==> src/rtl/phase_correct_pwm_pkg.sv <==
// phase_correct_pwm_pkg: shared width default and counter direction type
package phase_correct_pwm_pkg;
  localparam int PWM_WIDTH = 32;
  typedef enum logic {DIR_UP, DIR_DOWN} dir_t;
endpackage

==> src/rtl/pwm_channel.sv <==
// pwm_channel: double-buffered compare and registered center-aligned output
module pwm_channel
  import phase_correct_pwm_pkg::*;
#(
  parameter int WIDTH = PWM_WIDTH
) (
  input  logic             clk,
  input  logic             reset,
  input  logic [WIDTH-1:0] cnt,
  input  dir_t             dir,
  input  logic             load,
  input  logic [WIDTH-1:0] cmp_in,
  output logic             pwm
);
  logic [WIDTH-1:0] cmp_s;
  always_ff @(posedge clk) begin
    if (reset) begin
      cmp_s <= cmp_in;
      pwm   <= 1'b0;
    end else begin
      pwm <= (dir == DIR_UP) ? (cnt < cmp_s) : (cnt <= cmp_s);
      if (load) cmp_s <= cmp_in;
    end
  end
endmodule

==> src/rtl/phase_correct_pwm.sv <==
// phase_correct_pwm: up/down counter with TOP shadow driving two PWM channels
module phase_correct_pwm
  import phase_correct_pwm_pkg::*;
#(
  parameter int WIDTH = PWM_WIDTH
) (
  input  logic             clk,
  input  logic             reset,
  input  logic [WIDTH-1:0] top,
  input  logic [WIDTH-1:0] pwm_a,
  input  logic [WIDTH-1:0] pwm_b,
  output logic             pwm_outa,
  output logic             pwm_outb
);
  logic [WIDTH-1:0] cnt, top_s;
  dir_t dir;
  logic load;
  // shadows refresh on the edge that lands on BOTTOM, or every cycle while TOP is 0
  assign load = reset || (top_s == '0) || (dir == DIR_DOWN && cnt == WIDTH'(1));
  always_ff @(posedge clk) begin
    if (reset || top_s == '0) begin
      cnt   <= '0;
      dir   <= DIR_UP;
      top_s <= top;
    end else if (dir == DIR_UP) begin
      cnt <= cnt + WIDTH'(1);
      if (cnt == top_s - WIDTH'(1)) dir <= DIR_DOWN;
    end else begin
      cnt <= cnt - WIDTH'(1);
      if (cnt == WIDTH'(1)) begin
        dir   <= DIR_UP;
        top_s <= top;
      end
    end
  end
  pwm_channel #(.WIDTH(WIDTH)) u_a (
    .clk(clk), .reset(reset), .cnt(cnt), .dir(dir), .load(load), .cmp_in(pwm_a), .pwm(pwm_outa)
  );
  pwm_channel #(.WIDTH(WIDTH)) u_b (
    .clk(clk), .reset(reset), .cnt(cnt), .dir(dir), .load(load), .cmp_in(pwm_b), .pwm(pwm_outb)
  );
endmodule

==> config.mk <==
export PLATFORM = sky130hd
export DESIGN_NAME = phase_correct_pwm
export DESIGN_NICKNAME = d
export VERILOG_FILES = /design/src/rtl/phase_correct_pwm_pkg.sv /design/src/rtl/pwm_channel.sv /design/src/rtl/phase_correct_pwm.sv
export SDC_FILE = /design/constraint.sdc
export NUM_CORES = 1
export LEC_CHECK = 0
export CORE_MARGIN = 1
export CORE_UTILIZATION = 51
export CTS_CLUSTER_SIZE = 16
export DETAILED_ROUTE_END_ITERATION = 10
export GPL_TIMING_DRIVEN = 0
export PLACE_DENSITY = 0.77
export SLEW_MARGIN = 10
export SYNTH_ARGS = -nofsm -noshare
export SYNTH_HDL_FRONTEND = slang
export SYNTH_SLANG_ARGS = --single-unit
==> constraint.sdc <==
create_clock -name clk -period 6.9 [get_ports clk]
set_input_delay 1.035 -clock clk [delete_from_list [all_inputs] [get_ports clk]]
set_output_delay 1.035 -clock clk [all_outputs]
set_load 0.02 [all_outputs]
==> results of run 1 <==
==> per-layer routing <==
| layer | track usage | vias to the layer above | wire length [um] |
|---|---|---|---|
| li1 | - | 2995 | - |
| met3 | 0.0595 | 27 | 850 |
| met5 | 0 | - | 9 |
| met1 | 0.282 | 2823 | 7640 |
| met2 | 0.401 | 151 | 8350 |
| met4 | 0.0825 | 2 | 290 |
==> cells by family after synthesis <==
family,Yosys count,share of synthesized area
XOR/XNOR,65,0.0737
flip-flops,131,0.464
buffers and inverters,102,0.0554
AND/OR/NAND/NOR,253,0.181
AO/OA/AOI/OAI,130,0.113
multiplexers,2,0.00259
adder cells (fa/ha/maj),68,0.110
==> power groups by stage <==
stage / Combinational, mW / Clock, mW / Sequential (mW)
floorplan: 0.0735 / 0 / 0.919
global placement: 0.149 / 0 / 0.926
detailed placement: 0.159 / 0 / 0.922
CTS: 0.160 / 0.828 / 0.907
global route: 0.175 / 0.865 / 0.910
finish: 0.159 / 0.815 / 0.906
==> cell usage in the layout (no fill, tap or decap), types with 6 or more instances in the layout <==
cell type | netlist | routed
sky130_fd_sc_hd__clkdlybuf4s50_1 | 0 | 99
sky130_fd_sc_hd__nor2_1 | 70 | 70
sky130_fd_sc_hd__o22ai_1 | 6 | 6
sky130_fd_sc_hd__nand4_1 | 12 | 12
sky130_fd_sc_hd__or3_1 | 11 | 11
sky130_fd_sc_hd__or4_1 | 10 | 10
sky130_fd_sc_hd__nor4_1 | 17 | 17
sky130_fd_sc_hd__a21oi_1 | 29 | 29
sky130_fd_sc_hd__ha_1 | 68 | 68
sky130_fd_sc_hd__nand2_1 | 38 | 38
sky130_fd_sc_hd__a21o_1 | 21 | 21
sky130_fd_sc_hd__xnor2_1 | 40 | 40
sky130_fd_sc_hd__and3_1 | 8 | 8
sky130_fd_sc_hd__o21ai_0 | 23 | 21
sky130_fd_sc_hd__xor2_1 | 25 | 25
sky130_fd_sc_hd__a31oi_1 | 8 | 8
sky130_fd_sc_hd__nor3_1 | 10 | 10
sky130_fd_sc_hd__clkbuf_1 | 21 | 25
sky130_fd_sc_hd__inv_1 | 73 | 73
sky130_fd_sc_hd__and4_1 | 9 | 9
sky130_fd_sc_hd__clkinv_2 | 0 | 7
sky130_fd_sc_hd__nand3_1 | 24 | 24
sky130_fd_sc_hd__dfxtp_1 | 35 | 35
sky130_fd_sc_hd__clkbuf_16 | 0 | 17
sky130_fd_sc_hd__edfxtp_1 | 96 | 96
sky130_fd_sc_hd__nand2b_1 | 8 | 8
==> flip-flops by register name, indices dropped and copies added (netlist names) <==
register	cells
dir	1
top_s	32
cnt	32
u_a.pwm	1
u_b.cmp_s	32
u_a.cmp_s	32
u_b.pwm	1
==> synthesized netlist by cell type (23+ instances only) <==
master / number
sky130_fd_sc_hd__a21oi_1: 29
sky130_fd_sc_hd__dfxtp_1: 35
sky130_fd_sc_hd__edfxtp_1: 96
sky130_fd_sc_hd__ha_1: 68
sky130_fd_sc_hd__inv_1: 73
sky130_fd_sc_hd__nand2_1: 38
sky130_fd_sc_hd__nand3_1: 24
sky130_fd_sc_hd__nor2_1: 70
sky130_fd_sc_hd__o21ai_0: 23
sky130_fd_sc_hd__xnor2_1: 40
sky130_fd_sc_hd__xor2_1: 25
==> final cells by class <==
cell class | instances | area (um2) | area share
clock buffer | 21 | 440 | 0.0460
buffer | 29 | 154 | 0.0161
timing repair buffer | 102 | 1070 | 0.111
clock inverter | 11 | 90.1 | 0.00941
multi-input combinational | 518 | 3730 | 0.390
inverter | 73 | 274 | 0.0286
tap | 184 | 230 | 0.0240
sequential | 131 | 3580 | 0.374
==> worst paths after layout <==
path | from | depth (start not counted) | end | slack [ps]
worst max-delay path | cnt[24] | 7 | u_a.cmp_s[22] | 3310
worst min register to register | cnt[0] | 1 | cnt[0] | 540
worst min-delay path | cnt[0] | 1 | cnt[0] | 540
worst max register to register | cnt[24] | 7 | u_a.cmp_s[22] | 3310
==> impl_metrics.ini, run 1 <==
[detailed_routing]
dr_total_vias = 5998
drt-pass1-iter-count = 11
detail_route.drc_violations = 2
drt_wl_total_mm = 17.1
ant_nets = 0
initialDrtViolationCount = 481
route.detailed.vias_per_inst = 5.61
detail_route.wl_per_cell_um = 16.0

[clock_tree]
clock_latency_of_the_later_clocked_register_in_the_worst_skew_pair_ps = 420
clk_pin_slew_ps = 50
cts.repair.resized = 0
root_buffer_selected_by_cts = sky130_fd_sc_hd__clkbuf_16
cts.hold.buffers_added = 0
tritoncts_num_sinks = 131
cts_made_buffers = 17
tritoncts = done
cts-htree-levels = 4
cts_max_path_buffers = 2
cts_setup_buffers = 0

[pwr]
power.total_mw = 1.88
seqPwrFrac = 0.482
internal_power_mw = 1.46
power_frac_comb = 0.084
cellPowerDensity_nw_per_um2 = 196
switching_pwr_uw = 416
power.ir.vdd_worst_v = 0.000202
power.leakage_nw = 3.95
clock_power_share = 0.434
sw_frac_of_total = 0.221

[timing]
timing.final.crit_period_ps = 3590
finalClockSkew_ps = 6.14
maxSlewHeadroom = 0.345
final_number_of_max_transition_violations = 0
fmaxAchievable_ghz = 0.278
final_hold_violating_endpoints = 0
finalSetupViolations = 0
final.period_utilization = 0.521
rsz0062_at_grt = false
final.hold.worst_slack_ps = 539
timing.setup.tns_ps = 0
final_critical_path_setup_slack_ps = 3310
tightest_slew_ps = 958

[run_status]
outcome = complete, but fails checks
failing_checks = design-rule violations

[cells_and_area]
nNetsFinal = 1038
instances_no_fill = 1069
syn2layout_area_growth_pct = 23.9
fill_cells = 1190
final_layout_size_suffix_gt1_frac = 0.0621
antennaDiodeCount = 0
post-route-cell-area_um2 = 9570
final_core_util = 0.654

[synthesis]
synthesis.area_per_instance_um2 = 10.3
synth_sequential_area_ratio = 0.464
mapped_cell_area_um2 = 7720
number_of_instances_in_the_synthesized_netlist = 751
netlist_top_cells_area = sky130_fd_sc_hd__edfxtp_1 37%, sky130_fd_sc_hd__ha_1 11%, sky130_fd_sc_hd__dfxtp_1 9.1%, sky130_fd_sc_hd__xnor2_1 4.5%, sky130_fd_sc_hd__inv_1 3.5%
ys_dominant_reg_cell = sky130_fd_sc_hd__edfxtp_1
synthesis.nets = 917
async_flop_share = 0
yosysTopAreaCell = sky130_fd_sc_hd__edfxtp_1
synth_enable_flop_cells = 96
yosysTopAreaCellShare = 0.373
yosys.cell_types.count = 70
register_bit_total_from_synthesis = 131
yosys_warnings = 0

[placement]
placement_cell_area_um2 = 9040
dp_cells = 1037
post-place-ws_ps = 3260
port-buffer-count = 99
dpl.hpwl_mm = 13.1
globalplace.congestion = 0.914

[setup_path]
critical_path.slowest_cell = sky130_fd_sc_hd__or4_2
critical_path.cell_chain = clkbuf_1 > or4_1 > or3_1 > or4_2 > o21ai_4 > buf_16 > buf_12
critical_path.max_stage_delay_ps = 720
path_max_fanout = 30
timing_worst_setup_path_type = reg2reg
worst_setup_path_end_kind = register
critPathTopFamily = simple AND/OR/NAND/NOR gates
timing.critical_path.arrival_ps = 3720
startpoint_type = register
cp_buf_inv_count = 3
cp_data_required_time_ps = 7020

[floorplan]
floorplan.die.width_um = 125
pin_count = 100
fp.dieH_um = 125
floorplan.core_area_um2 = 14600
die_area_um2 = 15600
site_rows = 44
effective_utilization_at_floorplan = 0.527

[grt]
grt_pass1_wl_mm = 28.5
initial_antenna_violation_count = 1
grt_max_degree = 31
grt_use_total = 0.233
grt_pass1_vias = 5938
grt-ovfl-total = 0

[job]
drv.max_cap_violation_count = 0

[hold_path]
timing.hold.worst.class = reg2reg
(Power assumes the default switching activity.)
==> run 2: changes to the inputs <==
--- a/config.mk
+++ b/config.mk
@@ -6,11 +6,11 @@
 export NUM_CORES = 1
 export LEC_CHECK = 0
 export CORE_MARGIN = 1
-export CORE_UTILIZATION = 51
+export CORE_UTILIZATION = 56
 export CTS_CLUSTER_SIZE = 16
 export DETAILED_ROUTE_END_ITERATION = 10
 export GPL_TIMING_DRIVEN = 0
-export PLACE_DENSITY = 0.77
+export PLACE_DENSITY = 0.81
 export SLEW_MARGIN = 10
 export SYNTH_ARGS = -nofsm -noshare
 export SYNTH_HDL_FRONTEND = slang
==> constraint.sdc (replaced) <==
create_clock -name clk -period 3.5 [get_ports clk]
set_input_delay 0.525 -clock clk [delete_from_list [all_inputs] [get_ports clk]]
set_output_delay 0.525 -clock clk [all_outputs]
set_load 0.02 [all_outputs]
==> run 2 against run 1 <==
Net effect: the flow now finishes without violations; global-route usage up 5.2 points; clock power up 98%; clock skew up 1.5 ps; routed wire length up 13%; critical path type unchanged.
==> impl_metrics.ini, run 2 (same netlist as run 1, synthesis figures left out) <==
[run_status]
outcome = finished clean

[timing]
maxSlewHeadroom = 0.348
final_critical_path_setup_slack_ps = 222
fmaxAchievable_ghz = 0.305
rsz0062_at_grt = false
finalSetupViolations = 0
timing.final.crit_period_ps = 3280
tightest_slew_ps = 974
final.hold.worst_slack_ps = 568
final.period_utilization = 0.937
finalClockSkew_ps = 7.65
final_number_of_max_transition_violations = 0
final_hold_violating_endpoints = 0

[setup_path]
timing.critical_path.arrival_ps = 3330
startpoint_type = register
worst_setup_path_end_kind = register
cp_data_required_time_ps = 3550
path_max_fanout = 32
timing_worst_setup_path_type = reg2reg

[floorplan]
fp.dieH_um = 119
effective_utilization_at_floorplan = 0.579
die_area_um2 = 14300
site_rows = 42
floorplan.die.width_um = 119
pin_count = 100
floorplan.core_area_um2 = 13300

[placement]
port-buffer-count = 99
post-place-ws_ps = 105
dp_cells = 1028
globalplace.congestion = 0.891
dpl.hpwl_mm = 14.6

[grt]
grt_use_total = 0.285
grt_pass1_vias = 6264
grt-ovfl-total = 0
initial_antenna_violation_count = 1
grt_pass1_wl_mm = 30.7
grt_max_degree = 33

[pwr]
cellPowerDensity_nw_per_um2 = 389
internal_power_mw = 2.88
clock_power_share = 0.433
sw_frac_of_total = 0.227
power.total_mw = 3.73
switching_pwr_uw = 846
power.leakage_nw = 3.95
seqPwrFrac = 0.480
power.ir.vdd_worst_v = 0.000369
power_frac_comb = 0.088

[clock_tree]
clk_pin_slew_ps = 60
cts.hold.buffers_added = 0
tritoncts_num_sinks = 131
clock_latency_of_the_later_clocked_register_in_the_worst_skew_pair_ps = 430
cts_max_path_buffers = 2
tritoncts = done
cts_made_buffers = 17
cts-htree-levels = 4
root_buffer_selected_by_cts = sky130_fd_sc_hd__clkbuf_16

[cells_and_area]
instances_no_fill = 1064
fill_cells = 971
final_layout_size_suffix_gt1_frac = 0.0619
nNetsFinal = 1041
antennaDiodeCount = 0
layout_common_cells = 99 x sky130_fd_sc_hd__clkdlybuf4s50_1, 96 x sky130_fd_sc_hd__edfxtp_1, 73 x sky130_fd_sc_hd__inv_1, 70 x sky130_fd_sc_hd__nor2_1, 68 x sky130_fd_sc_hd__ha_1
final_core_util = 0.719
layout.cells.most_common = sky130_fd_sc_hd__clkdlybuf4s50_1
syn2layout_area_growth_pct = 24.3

[detailed_routing]
dr_total_vias = 6231
route.detailed.vias_per_inst = 5.86
detail_route.drc_violations = 0
ant_nets = 0
detail_route.wl_per_cell_um = 18.2
initialDrtViolationCount = 501
drt-pass1-iter-count = 5
drt_wl_total_mm = 19.4

[job]
drv.max_cap_violation_count = 0

[hold_path]
timing.hold.worst.class = reg2reg
## run 2: path summary, 6_finish.rpt
| kind | startpoint | to | slack [ps] | cells after the start |
|---|---|---|---|---|
| setup reg to reg | cnt[6] | top_s[8] | 220 | 5 |
| hold / removal | cnt[0] | cnt[0] | 570 | 1 |
| hold reg to reg | cnt[0] | cnt[0] | 570 | 1 |
| setup / recovery | cnt[6] | top_s[8] | 220 | 5 |
## run 2: through the flow
step | setup TNS (ps) | cell area [um2]
CTS | 0 | 9540
floorplan | -91.1 | 7740
detailed placement | 0 | 9010
global placement | -29220 | 8950
global route | 0 | 9600
finish | 0 | 9600
## run 2: final cells by class
| class | instances | area, um2 | area share |
|---|---|---|---|
| Multi-Input combinational cell | 518 | 3740 | 0.390 |
| Clock inverter | 12 | 91.3 | 0.00952 |
| Buffer | 29 | 154 | 0.0160 |
| Timing Repair Buffer | 105 | 1090 | 0.114 |
| Sequential cell | 131 | 3580 | 0.373 |
| Clock buffer | 20 | 437 | 0.0455 |
| Tap cell | 176 | 220 | 0.0229 |
| Inverter | 73 | 274 | 0.0286 |
## run 2: power by group through the flow
stage | Sequential, mW | Clock (mW) | Combinational (mW)
2_1_floorplan | 1.81 | 0 | 0.146
3_3_place_gp | 1.82 | 0 | 0.289
3_5_place_dp | 1.82 | 0 | 0.315
4_1_cts | 1.79 | 1.64 | 0.318
5_1_grt | 1.80 | 1.70 | 0.356
6_report | 1.79 | 1.61 | 0.326
## run 2: worst max-delay path, cell delays in order (launching register included)
cell	delay, ps
sky130_fd_sc_hd__dfxtp_1	340
sky130_fd_sc_hd__clkbuf_1	230
sky130_fd_sc_hd__or4_1	620
sky130_fd_sc_hd__nor4_1	500
sky130_fd_sc_hd__nand3_1	350
sky130_fd_sc_hd__o21ai_4	850
## run 2: metal layers
metal | global-route usage | share of wire | vias to the layer above
met1 | 0.338 | 0.41 | 2993
li1 | - | - | 2986
met2 | 0.488 | 0.51 | 212
met3 | 0.0757 | 0.057 | 38
met5 | 0 | 0.00067 | -
met4 | 0.116 | 0.024 | 2
## run 2: repair_timing
| item | CTS | global route |
|---|---|---|
| hold endpoints to repair | 0 | 0 |
| setup endpoints to repair | 0 | 33 |
| gates resized for setup | 0 | 1 |
| setup buffers | 0 | 4 |
